===== src/rtl/mult_seq_nibble.sv =====
// rtl/mult_seq_nibble.sv - sequential signed/unsigned multiplier, one 4x4 nibble product per cycle
module mult_seq_nibble #(
    parameter int WIDTH = 8
) (
    input  logic                 clk,
    input  logic                 rst,
    input  logic                 in_valid,
    output logic                 in_ready,
    input  logic [WIDTH-1:0]     A,
    input  logic [WIDTH-1:0]     B,
    input  logic                 is_signed,
    output logic                 out_valid,
    input  logic                 out_ready,
    output logic [2*WIDTH-1:0]   P,
    output logic                 busy
);

    localparam int K  = WIDTH / 4;
    localparam int IW = (K > 1) ? $clog2(K) : 1;

    typedef enum logic [1:0] {IDLE, RUN, DONE} state_t;

    state_t               state;
    logic [IW-1:0]        i;
    logic [IW-1:0]        j;
    logic [WIDTH-1:0]     mag_a;
    logic [WIDTH-1:0]     mag_b;
    logic                 neg;
    logic [2*WIDTH-1:0]   acc;

    logic [3:0]           nib_a;
    logic [3:0]           nib_b;
    logic [7:0]           pp;
    logic [2*WIDTH-1:0]   pp_shift;
    logic [2*WIDTH-1:0]   sum;
    logic                 last;

    // The single shared 4x4 multiplier; its product is aligned by the nibble weights.
    always_comb begin
        nib_a    = mag_a[4*i +: 4];
        nib_b    = mag_b[4*j +: 4];
        pp       = nib_a * nib_b;
        pp_shift = (2*WIDTH)'(pp) << (4 * (int'(i) + int'(j)));
        sum      = acc + pp_shift;
        last     = (i == IW'(K-1)) && (j == IW'(K-1));
    end

    always_ff @(posedge clk or posedge rst) begin
        if (rst) begin
            state     <= IDLE;
            in_ready  <= 1'b1;
            out_valid <= 1'b0;
            busy      <= 1'b0;
            P         <= '0;
            acc       <= '0;
            i         <= '0;
            j         <= '0;
            neg       <= 1'b0;
            mag_a     <= '0;
            mag_b     <= '0;
        end else begin
            case (state)
                IDLE: begin
                    if (in_valid) begin
                        // Magnitudes stay WIDTH-bit unsigned so the most negative value fits.
                        mag_a    <= (is_signed && A[WIDTH-1]) ? -A : A;
                        mag_b    <= (is_signed && B[WIDTH-1]) ? -B : B;
                        neg      <= is_signed & (A[WIDTH-1] ^ B[WIDTH-1]);
                        acc      <= '0;
                        i        <= '0;
                        j        <= '0;
                        state    <= RUN;
                        in_ready <= 1'b0;
                        busy     <= 1'b1;
                    end
                end
                RUN: begin
                    acc <= sum;
                    if (last) begin
                        P         <= neg ? -sum : sum;
                        i         <= '0;
                        j         <= '0;
                        state     <= DONE;
                        out_valid <= 1'b1;
                    end else if (j == IW'(K-1)) begin
                        j <= '0;
                        i <= i + IW'(1);
                    end else begin
                        j <= j + IW'(1);
                    end
                end
                DONE: begin
                    // Leaving DONE never accepts; in_ready only rises on the next cycle.
                    if (out_ready) begin
                        state     <= IDLE;
                        out_valid <= 1'b0;
                        busy      <= 1'b0;
                        in_ready  <= 1'b1;
                    end
                end
                default: begin
                    state     <= IDLE;
                    in_ready  <= 1'b1;
                    out_valid <= 1'b0;
                    busy      <= 1'b0;
                end
            endcase
        end
    end

endmodule


===== config.mk =====
export PLATFORM = sky130hd
export DESIGN_NAME = mult_seq_nibble
export DESIGN_NICKNAME = d
export VERILOG_FILES = /design/src/rtl/mult_seq_nibble.sv
export SDC_FILE = /design/constraint.sdc
export NUM_CORES = 1
export LEC_CHECK = 0
export BUFFER_PORTS_ARGS = -buffer_cell sky130_fd_sc_hd__buf_2
export CAP_MARGIN = 20
export CORE_ASPECT_RATIO = 0.5
export CORE_MARGIN = 1
export CORE_UTILIZATION = 41
export CTS_CLUSTER_SIZE = 25
export DETAILED_ROUTE_END_ITERATION = 10
export PLACE_DENSITY = 0.7
export SYNTH_ARGS = -nofsm -noshare
export SYNTH_HDL_FRONTEND = slang
export SYNTH_SLANG_ARGS = --single-unit

===== constraint.sdc =====
create_clock -name clk -period 7.1 [get_ports clk]
set_clock_uncertainty 0.2 [all_clocks]
set_input_delay 1.42 -clock clk [delete_from_list [all_inputs] [get_ports clk]]
set_output_delay 1.42 -clock clk [all_outputs]
set_load 0.03 [all_outputs]

# ---- After elaboration in Yosys (flattened, before gate mapping)
# Index checks and enable logic that the tools add are counted.
dict set report classes {
  n_mul 1
  add_sub_neg 7
  mux 23
  shift 3
  bitwise_logic 4
  n_eq_ne 6
  n_reduce_logical 12
}
# operator n
set op_table {}
lappend op_table {{two-way mux 16 bit} 2}
lappend op_table {{case mux 16 bit (2 select lines)} 1}
lappend op_table {{adder 16 bit} 1}
lappend op_table {{two-way mux 8 bit} 2}
lappend op_table {{negator 16 bit} 1}
lappend op_table {{negator 8 bit} 2}
lappend op_table {{indexed part select 8 x 4 -> 4 bit} 2}
lappend op_table {{<< shifter 8 x 4 -> 16 bit} 1}
lappend op_table {{AND reduction 3 bit} 4}
lappend op_table {{two-way mux 1 bit} 9}
lappend op_table {{case mux 1 bit (3 select lines)} 3}
lappend op_table {{multiplier 4 x 4 -> 8 bit} 1}
lappend op_table {{two-way mux 2 bit} 3}
lappend op_table {{!= test 2 bit (second input constant)} 3}
lappend op_table {{case mux 2 bit (3 select lines)} 1}
lappend op_table {{AND reduction 2 bit} 3}
lappend op_table {{case mux 1 bit (2 select lines)} 2}
lappend op_table {{logical AND 1 bit} 3}
lappend op_table {{!= test 3 bit (second input constant)} 1}
lappend op_table {{adder 1 bit (second input constant)} 2}
lappend op_table {{adder 1 x 1 -> 2 bit} 1}
lappend op_table {{equality test 2 x 1 -> 1 bit (second input constant)} 1}
lappend op_table {{equality test 2 bit (second input constant)} 1}
lappend op_table {{logical NOT 2 bit} 1}
lappend op_table {{4 further kinds} 5}
dict set report totals {
  register_bits 56
  wordCells 67
}

# ---- Longest topological paths before layout
# Gate-level depths: netlist of the first run.
dict set report logic_depth {
  word_depth 6
  ltp_mapped 24
  depth_no_buf 22
}

# ---- Worst setup path after synthesis of the first run
# OpenSTA, ideal clock, no wires.
dict set report synth_path {
  path_kind {register -> register}
  from {register j}
  to {register P[15]}
  period_less_slack_ps 6032
  path_stages_with_launch 22
  setup_slack_ps 1068
  n_path_buf 1
  arrival_time_ps 5711
  path_cell_list {dfrtp_1 clkbuf_1 mux2i_1 or2_2 fa_1 inv_1 fa_1 inv_1 fa_1 xor2_1 mux2_2 nor2_1 ha_1 a21o_1 a221oi_2 o21ai_1 xnor2_2 or4b_4 or3_4 o41ai_2 xnor2_1 o21ai_1}
}
dict set report synth_between {
  elab_chain_cells 6
  elab_cells_between_ends 9
}
# item line_no
set synth_lines {}
lappend synth_lines {{start, declared} 25} ;# logic [IW-1:0] j;
lappend synth_lines {{start signal, assigned} 89} ;# j <= j + IW'(1);
lappend synth_lines {{indexed part select 8 x 4 -> 4 bit} 41} ;# nib_b = mag_b[4*j +: 4];
lappend synth_lines {{multiplier 4 x 4 -> 8 bit} 42} ;# pp = nib_a * nib_b;
lappend synth_lines {{<< shifter 8 x 4 -> 16 bit} 43} ;# pp_shift = (2*WIDTH)'(pp) << (4 * (int'(i) + int'(j)));
lappend synth_lines {{adder 16 bit} 44} ;# sum = acc + pp_shift;
lappend synth_lines {{negator 16 bit} 80} ;# P <= neg ? -sum : sum;
lappend synth_lines {{two-way mux 16 bit} 80}
lappend synth_lines {{end signal, assigned} 80}
lappend synth_lines {{end, declared} 14} ;# output logic [2*WIDTH-1:0] P,
# Several ways; a longest one is shown, not always the timed one.
# A chain may end at the register's enable or synchronous reset.

# ---- Final worst setup path of the first run
# Same ends and word-level chain as after synthesis.

==> results.py, run 1 <==
metrics = {
    "outcome": {
        "status": "completed",
    },
    "yosys": {
        "synth_common_cells": "55 x dfrtp_1, 42 x nor2_1, 36 x nand2_1, 36 x o21ai_0",
        "yosys.cell_count.top_type": "dfrtp_1",
        "ys_types": 50,
        "yosys.area_share.adder_pct": 12.2,
        "yosys_warnings": 0,
        "async_reset_ff_share_pct": 100,
        "synth_top_family_by_area": "compound AO/OA/AOI/OAI gates",
        "ys_seq_area_share_pct": 35.1,
        "synth_edf_count": 0,
        "synth_compound_area_share_pct": 18.7,
        "synth_area_per_cell_sq_um": 9.04,
        "synthCells": 442,
        "syn-num-nets": 499,
        "synthMuxAreaShare_pct": 4.91,
        "syn_area_sq_um": 4000,
        "synth_top_area_share_pct": 34.4,
        "synth_top_cells_by_area": "dfrtp_1 34%, ha_1 9.7%, xor2_1 5.3%",
        "ys.flop_type": "dfrtp_1",
        "synth_simple_gate_area_share_pct": 15.4,
        "ys_ff_latch": 56,
        "synth_top_cell_by_area": "dfrtp_1",
        "synth_xor_area_share_pct": 9.61,
    },
    "drt": {
        "via_count": 3109,
        "firstDrtPassIters": 4,
        "via_per_inst": 5.11,
        "drtIter0Drc": 209,
        "routed_wl_um": 8140,
        "drc_errors": 0,
        "wl_per_cell_um": 13.4,
        "ant_nets": 0,
    },
    "sta": {
        "maxSlewHeadroom_pct": 32.6,
        "hold_ws_ns": 0.272,
        "rsz0062_at_grt": "no",
        "finalMaxSlewViolations": 0,
        "tightestPinTransition_ns": 1.01,
        "max_freq_mhz": 159,
        "period_share_pct": 88.5,
        "setup_viol": 0,
        "hold_viol_final": 0,
        "post-route-min-period_ns": 6.28,
        "setup_tns_ns": 0,
    },
    "setup_path": {
        "critPathKind": "reg2reg",
        "reg2reg_depth": 20,
        "worstPathRequired_ns": 7.05,
        "cp_max_fo": 8,
        "cp-end-kind": "flip-flop",
        "r2r_slack_ns": 0.82,
        "cp.arrival_ns": 6.24,
        "worst_r2r_startpoint": "j",
        "cp-start-kind": "flip-flop",
        "rr_endpoint": "P[15]",
    },
    "cts": {
        "cts-root-buf": "clkbuf_16",
        "clk_latency_ns": 0.30,
        "cts_tree": "done",
        "clock_sinks": 56,
        "cts_buffer_depth": 2,
        "numCtsBuffers": 5,
        "cts_resized": 0,
        "htreeDepth": 2,
        "path_clk_slew_ns": 0.07,
        "hold_buffers": 0,
        "cts_setup_buffers": 0,
    },
    "floorplanning": {
        "die_w_um": 142,
        "num_rows": 25,
        "core_sq_um": 9450,
        "start_util_pct": 42.3,
        "dieArea_sq_um": 10200,
        "ios": 40,
        "die_h_um": 71.8,
    },
    "run": {
        "maxCapViolCount": 0,
    },
    "grt": {
        "grt_util_met3_pct": 3.34,
        "met1_usage_pct": 24.5,
        "grt_max_degree": 57,
        "use_met2_pct": 26.5,
        "grt_pass1_vias": 2883,
        "grt-ovfl-total": 0,
        "grt_pass1_wl_um": 13700,
        "grt_usage_pct": 17.1,
        "antenna_found_initial": 0,
        "grt-busiest-layer": "met2",
    },
    "min_path": {
        "worstHoldEndpoint": "P[7]",
        "hp-start": "P[7]",
        "hold_class": "reg2reg",
        "holdPathStages": 2,
    },
    "cells_and_area": {
        "utilization_pct": 47.3,
        "syn_to_final_growth_pct": 11.8,
        "stdcell_area_sq_um": 4470,
        "regArea_sq_um": 1400,
        "multi_input_area_sq_um": 2440,
        "diodes": 0,
        "fin_nets": 529,
        "n_fill_cell": 928,
        "drive_above_1_share_pct": 14.6,
    },
    "placement": {
        "portBuffers": 39,
        "dpl.hpwl_um": 6230,
        "placed_area_sq_um": 4290,
        "gp_congestion": 0.905,
    },
}
[registers in the layout (all words and copies together) (netlist names)]
register,flops
in_ready,1
acc,16
state,2
P,16
j,1
out_valid,1
mag_b,8
mag_a,8
neg,1
busy,1
i,1
[per-layer routing]
layer  part of all wire [%]  wire length [um]  vias to the layer above
met5                      0                 0                        -
met4                    1.2               101                        0
met3                    3.4               275                       12
met2                     40              3280                       55
met1                     55              4480                     1426
li1                       -                 -                     1616
[metrics by stage]
stage                     cells  setup slack [ns]
final                       608             0.817
after floorplan             442              1.07
after global routing        608             0.434
after global placement      599             0.944
after detailed placement    599             0.856
after CTS                   607             0.806
[worst max path at each step]
stage / start / slack [ns] / endpoint / cells past startpoint
after floorplan: j / 1.07 / P[15] / 21
after global placement: j / 0.94 / P[15] / 20
after detailed placement: j / 0.86 / P[15] / 20
after CTS: j / 0.81 / P[15] / 20
after global routing: j / 0.43 / P[14] / 20
final: j / 0.82 / P[15] / 20
[worst max-delay path: stages (launching register included)]
cell	delay (ns)
dfrtp_1	0.53
mux2i_1	0.20
or2_2	0.34
fa_1	0.53
inv_1	0.05
fa_1	0.56
inv_1	0.06
fa_1	0.44
xor2_1	0.24
mux2_2	0.23
nor2_1	0.05
ha_1	0.36
a21o_1	0.22
a221oi_2	0.33
o21ai_1	0.16
xnor2_2	0.18
or4b_4	0.49
or3_4	0.35
o41ai_2	0.36
xnor2_1	0.16
o21ai_1	0.07
[placed cells by master (no fill, tap or decap), types with 2 or more instances in the layout]
master | netlist | layout
o22ai_1 | 5 | 5
ha_1 | 31 | 31
inv_1 | 21 | 20
fa_1 | 5 | 5
and3_1 | 2 | 2
or3_1 | 6 | 6
nor2b_1 | 6 | 6
clkbuf_16 | 0 | 5
nand2_1 | 36 | 36
nor3_1 | 6 | 6
a21o_1 | 6 | 6
nor2_1 | 42 | 41
nand2b_1 | 6 | 6
a22o_1 | 14 | 14
buf_2 | 1 | 39
clkbuf_1 | 13 | 2
nor3b_1 | 4 | 4
xor2_1 | 24 | 24
xnor2_1 | 18 | 18
mux2_2 | 5 | 5
or2_2 | 4 | 4
a31oi_1 | 2 | 2
o211ai_1 | 2 | 2
o31ai_1 | 6 | 6
a21oi_1 | 31 | 31
nand3_1 | 11 | 11
o21ai_1 | 5 | 5
nand4_1 | 3 | 3
mux2i_1 | 14 | 14
dfrtp_1 | 55 | 55
o21ai_0 | 36 | 36
[layout make-up]
type / instances / area share [%]
multi-input combinational: 347 / 54.6
sequential: 56 / 31.4
timing repair buffer: 41 / 4.87
tap: 135 / 3.78
clock buffer: 7 / 2.97
inverter: 21 / 1.76
clock inverter: 1 / 0.672
[cells by family (layout without fill, tap and decap cells)]
| family | count (synthesis) | count (layout) |
|---|---|---|
| DFF | 56 | 56 |
| muxes | 19 | 19 |
| adders and majority gates | 36 | 36 |
| xor gates and xnor gates | 43 | 43 |
| buffers and inverters | 39 | 70 |
| and+or+nand+nor | 130 | 130 |
| AOI/OAI and AO/OA | 119 | 119 |
Power of run 1 is left out: the tool's default activity adds up to more than one toggle a clock period on the data nets, which glitch-free logic cannot reach.
==> inputs of run 2 (changes only) <==
--- a/config.mk
+++ b/config.mk
@@ -12,6 +12,7 @@
 export CORE_UTILIZATION = 41
 export CTS_CLUSTER_SIZE = 25
 export DETAILED_ROUTE_END_ITERATION = 10
+export MAX_ROUTING_LAYER = met4
 export PLACE_DENSITY = 0.7
 export SYNTH_ARGS = -nofsm -noshare
 export SYNTH_HDL_FRONTEND = slang
==> run 2 against run 1 <==
Register-to-register slack hardly changed. Critical path depth unchanged. Routed wire length barely moved. Clock-buffer cell count shrank 2. Sequential cell count unchanged. Worst hold slack improved by 0.0018 ns. Sequential share of layout area barely moved. Worst setup slack improved by 0.011 ns. Cell area hardly changed.
==> results.py, run 2 (synthesis results as in run 1) <==
metrics = {
    "cts": {
        "cts-root-buf": "clkbuf_16",
        "clock_sinks": 56,
        "cts_buffer_depth": 2,
        "htreeDepth": 2,
        "hold_buffers": 0,
        "path_clk_slew_ns": 0.07,
        "cts_resized": 0,
        "cts_setup_buffers": 0,
        "numCtsBuffers": 5,
        "clk_latency_ns": 0.30,
        "cts_tree": "done",
    },
    "drt": {
        "firstDrtPassIters": 4,
        "drtIter0Drc": 238,
        "via_count": 3107,
        "ant_nets": 0,
        "via_per_inst": 5.10,
        "drc_errors": 0,
        "routed_wl_um": 8140,
        "wl_per_cell_um": 13.4,
    },
    "sta": {
        "rsz0062_at_grt": "no",
        "period_share_pct": 88.3,
        "setup_tns_ns": 0,
        "setup_viol": 0,
        "post-route-min-period_ns": 6.27,
        "tightestPinTransition_ns": 1.04,
        "maxSlewHeadroom_pct": 30.5,
        "hold_viol_final": 0,
        "max_freq_mhz": 159,
        "finalMaxSlewViolations": 0,
    },
    "cells_and_area": {
        "multi_input_area_sq_um": 2430,
        "syn_to_final_growth_pct": 11.8,
        "mostFrequentLayoutCell": "dfrtp_1",
        "drive_above_1_share_pct": 15.0,
        "fin_nets": 530,
        "diodes": 0,
        "n_fill_cell": 933,
        "largestRegisters": "P x16, acc x16",
        "regArea_sq_um": 1400,
        "final_cell_mix": "55 x dfrtp_1, 41 x nor2_1, 39 x buf_2, 36 x nand2_1, 36 x o21ai_0",
    },
    "placement": {
        "gp_congestion": 0.909,
        "portBuffers": 39,
        "dpl.hpwl_um": 6230,
    },
    "grt": {
        "grt_pass1_wl_um": 13800,
        "grt_max_degree": 57,
        "grt_usage_pct": 17.7,
        "antenna_found_initial": 0,
        "grt_pass1_vias": 2891,
        "grt-ovfl-total": 0,
    },
    "floorplanning": {
        "start_util_pct": 42.3,
        "core_sq_um": 9450,
        "die_h_um": 71.8,
        "num_rows": 25,
        "ios": 40,
        "die_w_um": 142,
        "dieArea_sq_um": 10200,
    },
    "setup_path": {
        "crit_slowest_cell": "fa_1",
        "cp-start-kind": "flip-flop",
        "path_cells": "mux2i_1 -> or2_2 -> fa_1 -> inv_1 -> fa_1 -> inv_1 -> fa_1 -> xor2_1 -> mux2_2 -> nor2_1 -> ha_1 -> a21o_1 -> a221oi_2 -> o21ai_1 -> xnor2_2 -> or4b_4 -> or3_4 -> o41ai_2 -> xnor2_1 -> o21ai_1",
        "critical_path.top_delay_family": "adder cells",
        "cp-end-kind": "flip-flop",
        "cp.arrival_ns": 6.23,
        "worstPathRequired_ns": 7.05,
        "cpPeakStageDelay_ns": 0.56,
        "worst_path_most_repeated_cell": "fa_1",
        "crit_buf_inv": 2,
        "critPathKind": "reg2reg",
        "cp_max_fo": 8,
    },
    "min_path": {
        "hold_class": "reg2reg",
    },
    "run": {
        "maxCapViolCount": 0,
    },
    "outcome": {
        "status": "completed",
    },
}
-- run 2: path summary, 6_finish.rpt --
| check | cells after the start | slack (ns) | endpoint | start |
|---|---|---|---|---|
| worst max-delay path | 20 | 0.83 | P[15] | j |
| worst max register to register | 20 | 0.83 | P[15] | j |
| min in group asynchronous | 3 | 1.11 | busy | rst |
| max in group asynchronous | 3 | 5.12 | P[9] | rst |
| worst min-delay path | 2 | 0.27 | P[8] | P[8] |
| worst min register to register | 2 | 0.27 | P[8] | P[8] |
-- run 2: worst register-to-register path, delay by kind of cell (launching register included) --
kind / cells / cell delay, ns
buf+inv: 2 / 0.12
compound gates: 5 / 1.15
simple gates: 4 / 1.29
mux: 2 / 0.49
xor+xnor: 3 / 0.52
fa+ha+maj: 4 / 1.83
flops: 1 / 0.54
-- run 2: final cells by class --
class	count	share of cell area, %
clock inverter	3	0.952
tap	135	3.78
sequential	56	31.4
multi-input combinational	347	54.5
clock buffer	5	2.80
timing repair buffer	42	4.87
inverter	21	1.76
-- run 2: metal layers --
layer	GRT usage [%]	part of all wire, %	routed length (um)	up-vias
li1	-	-	-	1622
met1	25.3	54	4390	1419
met2	26.1	41	3380	59
met3	3.28	3.8	313	7
met4	3.58	0.71	58	0
met5	-	0	0	-
-- run 2: per-stage QoR --
stage	hold slack (ns)	utilization [%]	cells	setup WS, ns	instance area [sq um]
global placement	0.258	45.5	601	0.945	4300
finish	0.274	47.3	609	0.828	4470
detailed placement	0.264	45.5	601	0.838	4300
floorplan	0.256	-	442	1.07	4000
CTS	0.281	47.3	609	0.809	4470
global route	0.293	47.3	609	0.487	4470
Power of run 2 is left out for the same reason.
==> inputs of run 3 (changes only) <==
--- a/config.mk
+++ b/config.mk
@@ -5,15 +5,16 @@
 export SDC_FILE = /design/constraint.sdc
 export NUM_CORES = 1
 export LEC_CHECK = 0
+export ABC_AREA = 1
 export BUFFER_PORTS_ARGS = -buffer_cell sky130_fd_sc_hd__buf_2
 export CAP_MARGIN = 20
 export CORE_ASPECT_RATIO = 0.5
 export CORE_MARGIN = 1
-export CORE_UTILIZATION = 41
+export CORE_UTILIZATION = 33
 export CTS_CLUSTER_SIZE = 25
 export DETAILED_ROUTE_END_ITERATION = 10
 export MAX_ROUTING_LAYER = met4
-export PLACE_DENSITY = 0.7
+export PLACE_DENSITY = 0.6
 export SYNTH_ARGS = -nofsm -noshare
 export SYNTH_HDL_FRONTEND = slang
 export SYNTH_SLANG_ARGS = --single-unit
==> run 3 against run 2 <==
Critical endpoint is now P[13]. Synthesized cell count grew 45%. Clock-buffer cell count unchanged. Non-clock buffer count fell by 2. Sequential share of layout area is 3.0 points lower. Worst setup slack improved by 0.92 ns. Via count up 29%. The flow now finishes with violations (DRC). Highest routed layer unchanged. Worst hold slack barely moved. Critical path depth is 7 higher. Final cell count increased by 39%. Cell area up 10%.
==> results.py, run 3 <==
metrics = {
    "sta": {
        "hold_viol_final": 0,
        "period_share_pct": 75.4,
        "post-route-min-period_ns": 5.35,
        "setup_tns_ns": 0,
        "setup_viol": 0,
        "finalMaxSlewViolations": 0,
        "tightestPinTransition_ns": 0.900,
        "maxSlewHeadroom_pct": 39.9,
        "max_freq_mhz": 187,
        "rsz0062_at_grt": "no",
    },
    "yosys": {
        "synth_top_cells_by_area": "dfrtp_1 31%, nand2_1 16%, ha_1 8.7%",
        "synth_edf_count": 0,
        "synth_top_area_share_pct": 31.0,
        "ys_seq_area_share_pct": 31.6,
        "ys_ff_latch": 56,
        "synth_area_per_cell_sq_um": 6.92,
        "syn_area_sq_um": 4430,
        "yosys.cell_count.top_type": "nand2_1",
        "ys_types": 39,
        "yosys_warnings": 0,
        "synth_top_cell_by_area": "dfrtp_1",
        "async_reset_ff_share_pct": 100,
        "synthCells": 641,
        "synth_common_cells": "194 x nand2_1, 85 x inv_1, 59 x nor2_1, 55 x dfrtp_1, 47 x o21ai_0",
        "syn-num-nets": 698,
        "ys.flop_type": "dfrtp_1",
    },
    "drt": {
        "via_count": 3994,
        "drtIter0Drc": 201,
        "ant_nets": 0,
        "routed_wl_um": 10500,
        "via_per_inst": 4.72,
        "wl_per_cell_um": 12.4,
        "firstDrtPassIters": 8,
        "drc_errors": 4,
    },
    "setup_path": {
        "cp-start-kind": "flip-flop",
        "worst_path_most_repeated_cell": "nand2_1",
        "cpPeakStageDelay_ns": 0.55,
        "cp.arrival_ns": 5.34,
        "cp_max_fo": 7,
        "reg2reg_depth": 27,
        "crit_slowest_cell": "fa_1",
        "critPathKind": "reg2reg",
        "cp-end-kind": "flip-flop",
        "worstPathRequired_ns": 7.09,
    },
    "floorplanning": {
        "core_sq_um": 12900,
        "dieArea_sq_um": 13900,
        "start_util_pct": 34.4,
        "ios": 40,
        "die_h_um": 84.0,
        "die_w_um": 166,
        "num_rows": 29,
    },
    "cells_and_area": {
        "fin_nets": 732,
        "final_cell_mix": "194 x nand2_1, 84 x inv_1, 59 x nor2_1, 55 x dfrtp_1, 47 x o21ai_0",
        "diodes": 0,
        "largestRegisters": "P x16, acc x16",
        "mostFrequentLayoutCell": "nand2_1",
        "syn_to_final_growth_pct": 11.4,
        "multi_input_area_sq_um": 2640,
        "drive_above_1_share_pct": 11.1,
        "regArea_sq_um": 1400,
        "n_fill_cell": 1333,
    },
    "grt": {
        "grt_usage_pct": 16.6,
        "grt_util_met3_pct": 2.94,
        "grt_pass1_wl_um": 18300,
        "grt_pass1_vias": 3900,
        "met1_usage_pct": 21.9,
        "grt-busiest-layer": "met2",
        "use_met2_pct": 26.9,
        "grt_max_degree": 57,
        "grt-ovfl-total": 0,
        "antenna_found_initial": 0,
    },
    "cts": {
        "cts_buffer_depth": 2,
        "cts-root-buf": "clkbuf_16",
        "path_clk_slew_ns": 0.08,
        "clk_latency_ns": 0.30,
        "cts_setup_buffers": 0,
        "cts_tree": "done",
        "cts_resized": 0,
        "numCtsBuffers": 5,
        "clock_sinks": 56,
        "htreeDepth": 2,
        "hold_buffers": 0,
    },
    "outcome": {
        "status": "finished with violations",
        "failed_checks": "DRC",
    },
    "min_path": {
        "hold_class": "reg2reg",
        "holdPathStages": 2,
    },
    "placement": {
        "dpl.hpwl_um": 8370,
        "portBuffers": 39,
        "gp_congestion": 0.853,
    },
    "run": {
        "maxCapViolCount": 0,
    },
}
## run 3: cell count changes in the layout (fill, tap and decap cells not counted), sizes merged, moves of 7 or more
cell | previous run | this run
or3 | 7 | 0
nor2 | 42 | 62
o21ai | 41 | 50
xor2 | 24 | 16
xnor2 | 19 | 6
inv | 21 | 89
a22o | 15 | 0
a21oi | 32 | 24
nand3 | 11 | 41
nand2 | 36 | 205
## run 3: cell type report
class | count | share of cell area [%]
Clock buffer | 5 | 2.53
Clock inverter | 3 | 0.431
Inverter | 90 | 6.84
Multi-Input combinational cell | 482 | 53.4
Sequential cell | 56 | 28.4
Tap cell | 170 | 4.31
Timing Repair Buffer | 40 | 4.10
## run 3: worst max-delay path: cells and delay by family (launching register included)
family | cells | cell delay (ns)
fa+ha+maj | 4 | 1.85
compound gates | 3 | 0.59
simple gates | 14 | 1.57
mux | 1 | 0.12
flops | 1 | 0.48
xor+xnor | 1 | 0.22
buf+inv | 4 | 0.23
## run 3: path summary, 6_finish.rpt
kind / start / slack [ns] / endpoint
max: j / 1.75 / P[13]
min: P[12] / 0.27 / P[12]
max in group asynchronous: rst / 5.10 / acc[4]
min reg2reg: P[12] / 0.27 / P[12]
max reg2reg: j / 1.75 / P[13]
min in group asynchronous: rst / 1.12 / mag_a[0]
## run 3: logic make-up after synthesis
kind of cell	synth area share (%)
adder cells (fa/ha/maj)	11.0
multiplexers	1.81
AND/OR/NAND/NOR	31.1
flip-flops	31.6
AO/OA/AOI/OAI	11.2
buffers and inverters	8.89
XOR/XNOR	4.35
## run 3: per-layer routing
| metal | part of all wire, % | wire length [um] | vias up |
|---|---|---|---|
| met2 | 43 | 4460 | 65 |
| met3 | 4.3 | 447 | 10 |
| li1 | - | - | 2113 |
| met5 | 0 | 0 | - |
| met1 | 52 | 5430 | 1806 |
| met4 | 1.2 | 125 | 0 |
## run 3: stage by stage
step	std cells	utilization, %	instance area (sq um)	hold slack [ns]	setup slack [ns]
6_report	846	38.3	4940	0.274	1.75
5_1_grt	846	38.3	4940	0.301	1.37
4_1_cts	846	38.3	4940	0.281	1.76
3_5_place_dp	838	37.2	4790	0.260	1.78
3_3_place_gp	838	37.2	4790	0.259	1.87
2_1_floorplan	641	-	4430	0.248	2.19
Power of run 3 is left out for the same reason.
